File: config.mk
export PLATFORM = sky130hd
export DESIGN_NAME = prime_gen
export DESIGN_NICKNAME = d
export VERILOG_FILES = /design/src/rtl/prime_gen.sv
export SDC_FILE = /design/constraint.sdc
export NUM_CORES = 1
export LEC_CHECK = 0
export ABC_AREA = 1
export BUFFER_PORTS_ARGS = -buffer_cell sky130_fd_sc_hd__buf_2
export CAP_MARGIN = 5
export CORE_MARGIN = 4
export CORE_UTILIZATION = 65
export DETAILED_ROUTE_END_ITERATION = 10
export GPL_TIMING_DRIVEN = 0
export PLACE_DENSITY = 0.84
export SKIP_LAST_GASP = 1
export SYNTH_ARGS = -nofsm -noshare
export SYNTH_HDL_FRONTEND = slang
export SYNTH_SLANG_ARGS = --single-unit
File: constraint.sdc
create_clock -name clk -period 15.45 [get_ports clk]
set_input_delay 2.3175 -clock clk [delete_from_list [all_inputs] [get_ports clk]]
set_output_delay 2.3175 -clock clk [all_outputs]
set_load 0.02 [all_outputs]
File: src/rtl/prime_gen.sv
// Sequential prime generator: walks candidates 2..limit, tests each by trial
// division (one divisor per clock) and streams primes over a valid/ready port.
module prime_gen #(
  parameter int WIDTH = 8
) (
  input  logic             clk,
  input  logic             rst,
  input  logic             start,
  input  logic [WIDTH-1:0] limit,
  output logic [WIDTH-1:0] prime_out,
  output logic             prime_valid,
  input  logic             prime_ready,
  output logic             busy,
  output logic             done,
  output logic [WIDTH-1:0] count
);

  typedef enum logic [2:0] {IDLE, TEST, EMIT, NEXT, FINISH} state_t;

  state_t             state, state_nx;
  logic [WIDTH-1:0]   lim_q;
  logic [WIDTH-1:0]   cand;
  logic [WIDTH-1:0]   div;
  logic [2*WIDTH-1:0] div_sq;
  logic               is_prime;
  logic               is_comp;
  logic               accept;

  // Square formed at double width so large divisors cannot wrap.
  assign div_sq   = {{WIDTH{1'b0}}, div} * {{WIDTH{1'b0}}, div};
  assign is_prime = div_sq > {{WIDTH{1'b0}}, cand};
  assign is_comp  = (cand % div) == '0;
  assign accept   = prime_valid && prime_ready;
  assign busy     = (state != IDLE);

  always_comb begin
    state_nx = state;
    case (state)
      IDLE: begin
        if (start) state_nx = (limit < WIDTH'(2)) ? FINISH : TEST;
      end
      TEST: begin
        if (is_prime)     state_nx = EMIT;
        else if (is_comp) state_nx = NEXT;
      end
      EMIT: begin
        if (accept) state_nx = NEXT;
      end
      NEXT: begin
        state_nx = (cand >= lim_q) ? FINISH : TEST;
      end
      FINISH:  state_nx = IDLE;
      default: state_nx = IDLE;
    endcase
  end

  // Candidate/limit registers carry data only and need no reset.
  always_ff @(posedge clk) begin
    if (rst) begin
      state       <= IDLE;
      prime_out   <= '0;
      prime_valid <= 1'b0;
      done        <= 1'b0;
      count       <= '0;
    end else begin
      state <= state_nx;
      done  <= (state == FINISH);
      case (state)
        IDLE: begin
          if (start) begin
            lim_q <= limit;
            count <= '0;
            cand  <= WIDTH'(2);
            div   <= WIDTH'(2);
          end
        end
        TEST: begin
          if (is_prime) begin
            prime_out   <= cand;
            prime_valid <= 1'b1;
          end else if (!is_comp) begin
            div <= div + WIDTH'(1);
          end
        end
        EMIT: begin
          if (accept) begin
            prime_valid <= 1'b0;
            count       <= count + WIDTH'(1);
          end
        end
        NEXT: begin
          // Compare before incrementing so cand never wraps at the top of range.
          if (cand < lim_q) begin
            cand <= cand + WIDTH'(1);
            div  <= WIDTH'(2);
          end
        end
        default: ;
      endcase
    end
  end

endmodule

==> impl_summary.md <==
Drt
The final antenna-violating net count is 0. The detail-routed net length per standard cell is 14.0 um. The first detailed-routing pass took 5 iterations. Using the TritonRoute via totals, the vias-per-cell ratio works out to 5.55.

After detailed routing, the number of remaining DRC violations is 0. The total number of vias is 5742. The routed design has 14.5 mm of wire. The iteration-0 DRC count of the detailed router is 336.

Synth
For this run, the register share of the synthesized area comes to 0.181. The number of warnings issued by yosys is 0. The average instance area after synthesis is 7.28 um2. The synthesized design contains 45 register bits. The number of nets in the synthesized netlist is 994. Counting distinct cell types in the post-synthesis netlist gives 56. The synthesized instance count is 868. The count of flip-flops with a built-in enable after synthesis is 24. The async set or reset register ratio after synthesis is 0.

For this run, the leading register cell type out of synthesis is edfxtp_1. The total standard cell area after synthesis is 0.00632 mm2.

Clock tree
The later pin in the worst-skew pair is clocked with a latency of 0.30 ns. The clock net in this run drives a total of 45 sinks. The clock-pin slew reported for the worst setup and hold paths after clock tree synthesis is 0.09 ns. In this run the clock root is driven by a clkbuf_8. Counting the buffers created by CTS gives 5. The number of setup buffers added after CTS is 0. The clock tree from TritonCTS is done.

The deepest level of the CTS H-tree is 2. After clock tree synthesis, the flow added hold-fix buffers numbering 0. In this run, post-CTS repair resized a total of 0 instances. No sink is reached through more buffers than the 2 on the longest clock path.

Worst setup path
The arrival time at the worst endpoint is 11.18 ns. The nature of the critical path startpoint is a flip-flop. The critical path capture point type is a flip-flop.

The startpoint identified for the worst register-to-register timing path is div[0]. The category of the critical setup timing path is flip-flop to flip-flop. The most repeated library cell on the critical path is nand2_1. The path depth of the worst reg2reg path is 70.

In this run the worst path has a maximum fanout of 11. The cell with the biggest individual delay on the critical path is a211oi_2. The largest stage delay on the critical path is 0.66 ns. The critical path required time is 15.38 ns.

The worst reg2reg path endpoint is div[0]. The slack of the worst reg-to-reg path is 4.21 ns.

Floorplanning
The core area is 0.00937 mm2. The row count is 35. The floorplan step set the die width to 107 um. Measured along the y axis, the die boundary spans 107 um.

During I/O placement, the number of pins put on the boundary was 31. For this configuration, the core starts out at a cell density of 0.674. The die outline area is 0.0114 mm2.

GRT
In the global route stage, overall resource usage came out at 0.269. The first global-routing pass estimated 25.7 mm of wire. The initial antenna violation count came to 0. Entering global routing, the biggest net connects 15 pins. The sum of overflow across all layers after global routing is 0.

The via count of the first global-routing pass is 5851.

Timing
The minimum setup slack in the final design is 4.21 ns. The maximum frequency from static timing analysis is 0.0889 GHz. The total count of hold-check failures in the final report is 0.

The worst slew margin relative to its limit is 0.458. Between clock sinks in the finished design, the worst skew comes to 0.00562 ns. Setup violations remaining at the end of the flow were counted as 0. The summed negative setup slack over all endpoints is 0 ns. Setup repair after global routing left no endpoint under its margin. The part of the cycle the worst path needs is 0.728.

The transition time at the pin with the least slew margin is 0.813 ns. The minimum period implied by the final worst setup slack is 11.24 ns. The worst hold slack across all endpoints is 0.460 ns. The number of max-slew violations in the final report was 0.

Min path
The worst hold path terminates at count[7]. Along the worst hold path, the cell count comes to 1. The worst hold path belongs to the class flip-flop to flip-flop. The start point of the worst min-delay path is count[7].

Place
During placement, the flow inserted port buffers numbering 30. Timing analysis after detailed placement gives a worst setup slack of 4.37 ns. The half-perimeter wire length after placement is 12.1 mm. Routability-driven placement finished with a final weighted congestion of 0.852. Summing all placed instances gives a cell area of 0.00663 mm2.

Cells and area
For this run, the post-layout net count is 1031. The filler cell count in the final layout is 771. The synthesis-to-finish area growth is 6.34%. The antenna diode instance count is 0.

The layout cell share with drive strength beyond 1 is 0.140. The cell area after layout is 0.00672 mm2.

Status
The flow ran to the end, and the final reports show no timing, DRC or antenna violations.

Job
Max-cap violations in this run came to 0.
[worst max path at each step]
stage,from,endpoint,cells after the start
2_1_floorplan,div[0],div[0],77
6_report,div[0],div[0],70
4_1_cts,div[0],div[0],77
5_1_grt,div[0],div[4],74
3_5_place_dp,div[0],div[5],77
3_3_place_gp,div[0],div[5],77
[metrics by stage]
stage | utilization | std cells
2_1_floorplan | - | 868
3_3_place_gp | 0.708 | 1027
3_5_place_dp | 0.708 | 1027
4_1_cts | 0.717 | 1035
5_1_grt | 0.717 | 1035
6_report | 0.717 | 1035
[worst max-delay path, delay by kind of cell, from the launching register on]
family / cells / cell delay (ns)
and+or+nand+nor: 41 / 4.30
adders and majority gates: 8 / 2.66
AOI/OAI and AO/OA: 9 / 2.07
buffers and inverters: 10 / 0.99
DFF: 1 / 0.59
xor gates and xnor gates: 2 / 0.28
[placed cells by master (no fill, tap or decap), types with 6 or more instances in the layout]
cell type    n
ha_1        88
nor2_2      11
o21ai_0     26
clkbuf_8     6
nand2_1    193
nor2_1      57
or2_2       11
nand3_2     14
edfxtp_1    24
inv_2        7
inv_1      148
nand2_2     11
a21oi_1     51
buf_2       32
xnor2_1     10
nand4_1      8
fa_1        26
xor2_1      22
clkbuf_1     8
nor3_1      15
nand3_1     55
dfxtp_1     21
[cells in the mapped netlist (2+ instances only)]
| cell type | number | area (um2) |
|---|---|---|
| nand2_1 | 193 | 724 |
| inv_1 | 148 | 556 |
| ha_1 | 88 | 1100 |
| nor2_1 | 57 | 214 |
| nand3_1 | 55 | 275 |
| a21oi_1 | 51 | 255 |
| fa_1 | 26 | 521 |
| o21ai_0 | 26 | 130 |
| edfxtp_1 | 24 | 721 |
| xor2_1 | 22 | 193 |
| dfxtp_1 | 21 | 420 |
| nor3_1 | 15 | 75.1 |
| nand3_2 | 14 | 140 |
| nand2_2 | 11 | 68.8 |
| nor2_2 | 11 | 68.8 |
| or2_2 | 11 | 68.8 |
| xnor2_1 | 10 | 87.6 |
| clkbuf_1 | 8 | 30.0 |
| nand4_1 | 8 | 50.1 |
| inv_2 | 7 | 26.3 |
| and2_1 | 4 | 25.0 |
| nand3_4 | 4 | 70.1 |
| a21o_1 | 3 | 22.5 |
| clkinv_4 | 3 | 26.3 |
| nor2_4 | 3 | 33.8 |
| o21ai_1 | 3 | 15.0 |
| a211oi_1 | 2 | 15.0 |
| a21oi_2 | 2 | 17.5 |
| a31oi_1 | 2 | 12.5 |
| and2_2 | 2 | 15.0 |
| buf_2 | 2 | 10.0 |
| buf_6 | 2 | 22.5 |
| nand2_4 | 2 | 22.5 |
| nand3b_1 | 2 | 15.0 |
| nor3_2 | 2 | 20.0 |
| nor4_1 | 2 | 12.5 |
| o21ai_2 | 2 | 17.5 |
| o21bai_1 | 2 | 15.0 |
[final cells by class]
class                           count  area [um2]  area share
Multi-Input combinational cell    650        4480       0.667
Clock buffer                        6        76.3      0.0114
Sequential cell                    45        1140       0.170
Tap cell                          129         161      0.0240
Clock inverter                      2        12.5     0.00186
Inverter                          159         614      0.0914
Timing Repair Buffer               30         150      0.0223
Buffer                             14        83.8      0.0125
[routing by layer]
layer	vias to the layer above	part of all wire	GRT usage
li1	2866	-	-
met1	2650	0.43	0.344
met2	196	0.50	0.486
met3	30	0.053	0.0223
met4	0	0.017	0.0740
met5	-	0	0
[registers in the layout, indices dropped and copies added (netlist names)]
register and flops:
lim_q 8, div 8, prime_valid 1, state 3
cand 8, prime_out 8, done 1, count 8
[cell families after synthesis]
logic type | after synthesis | share of synthesized area
and+or+nand+nor | 401 | 0.310
buffers and inverters | 173 | 0.110
adders and majority gates | 114 | 0.257
AOI/OAI and AO/OA | 103 | 0.0982
DFF | 45 | 0.181
xor gates and xnor gates | 32 | 0.0443
Power is left out: the tool's default activity adds up to more than one toggle a clock period on the data nets, which glitch-free logic cannot reach.
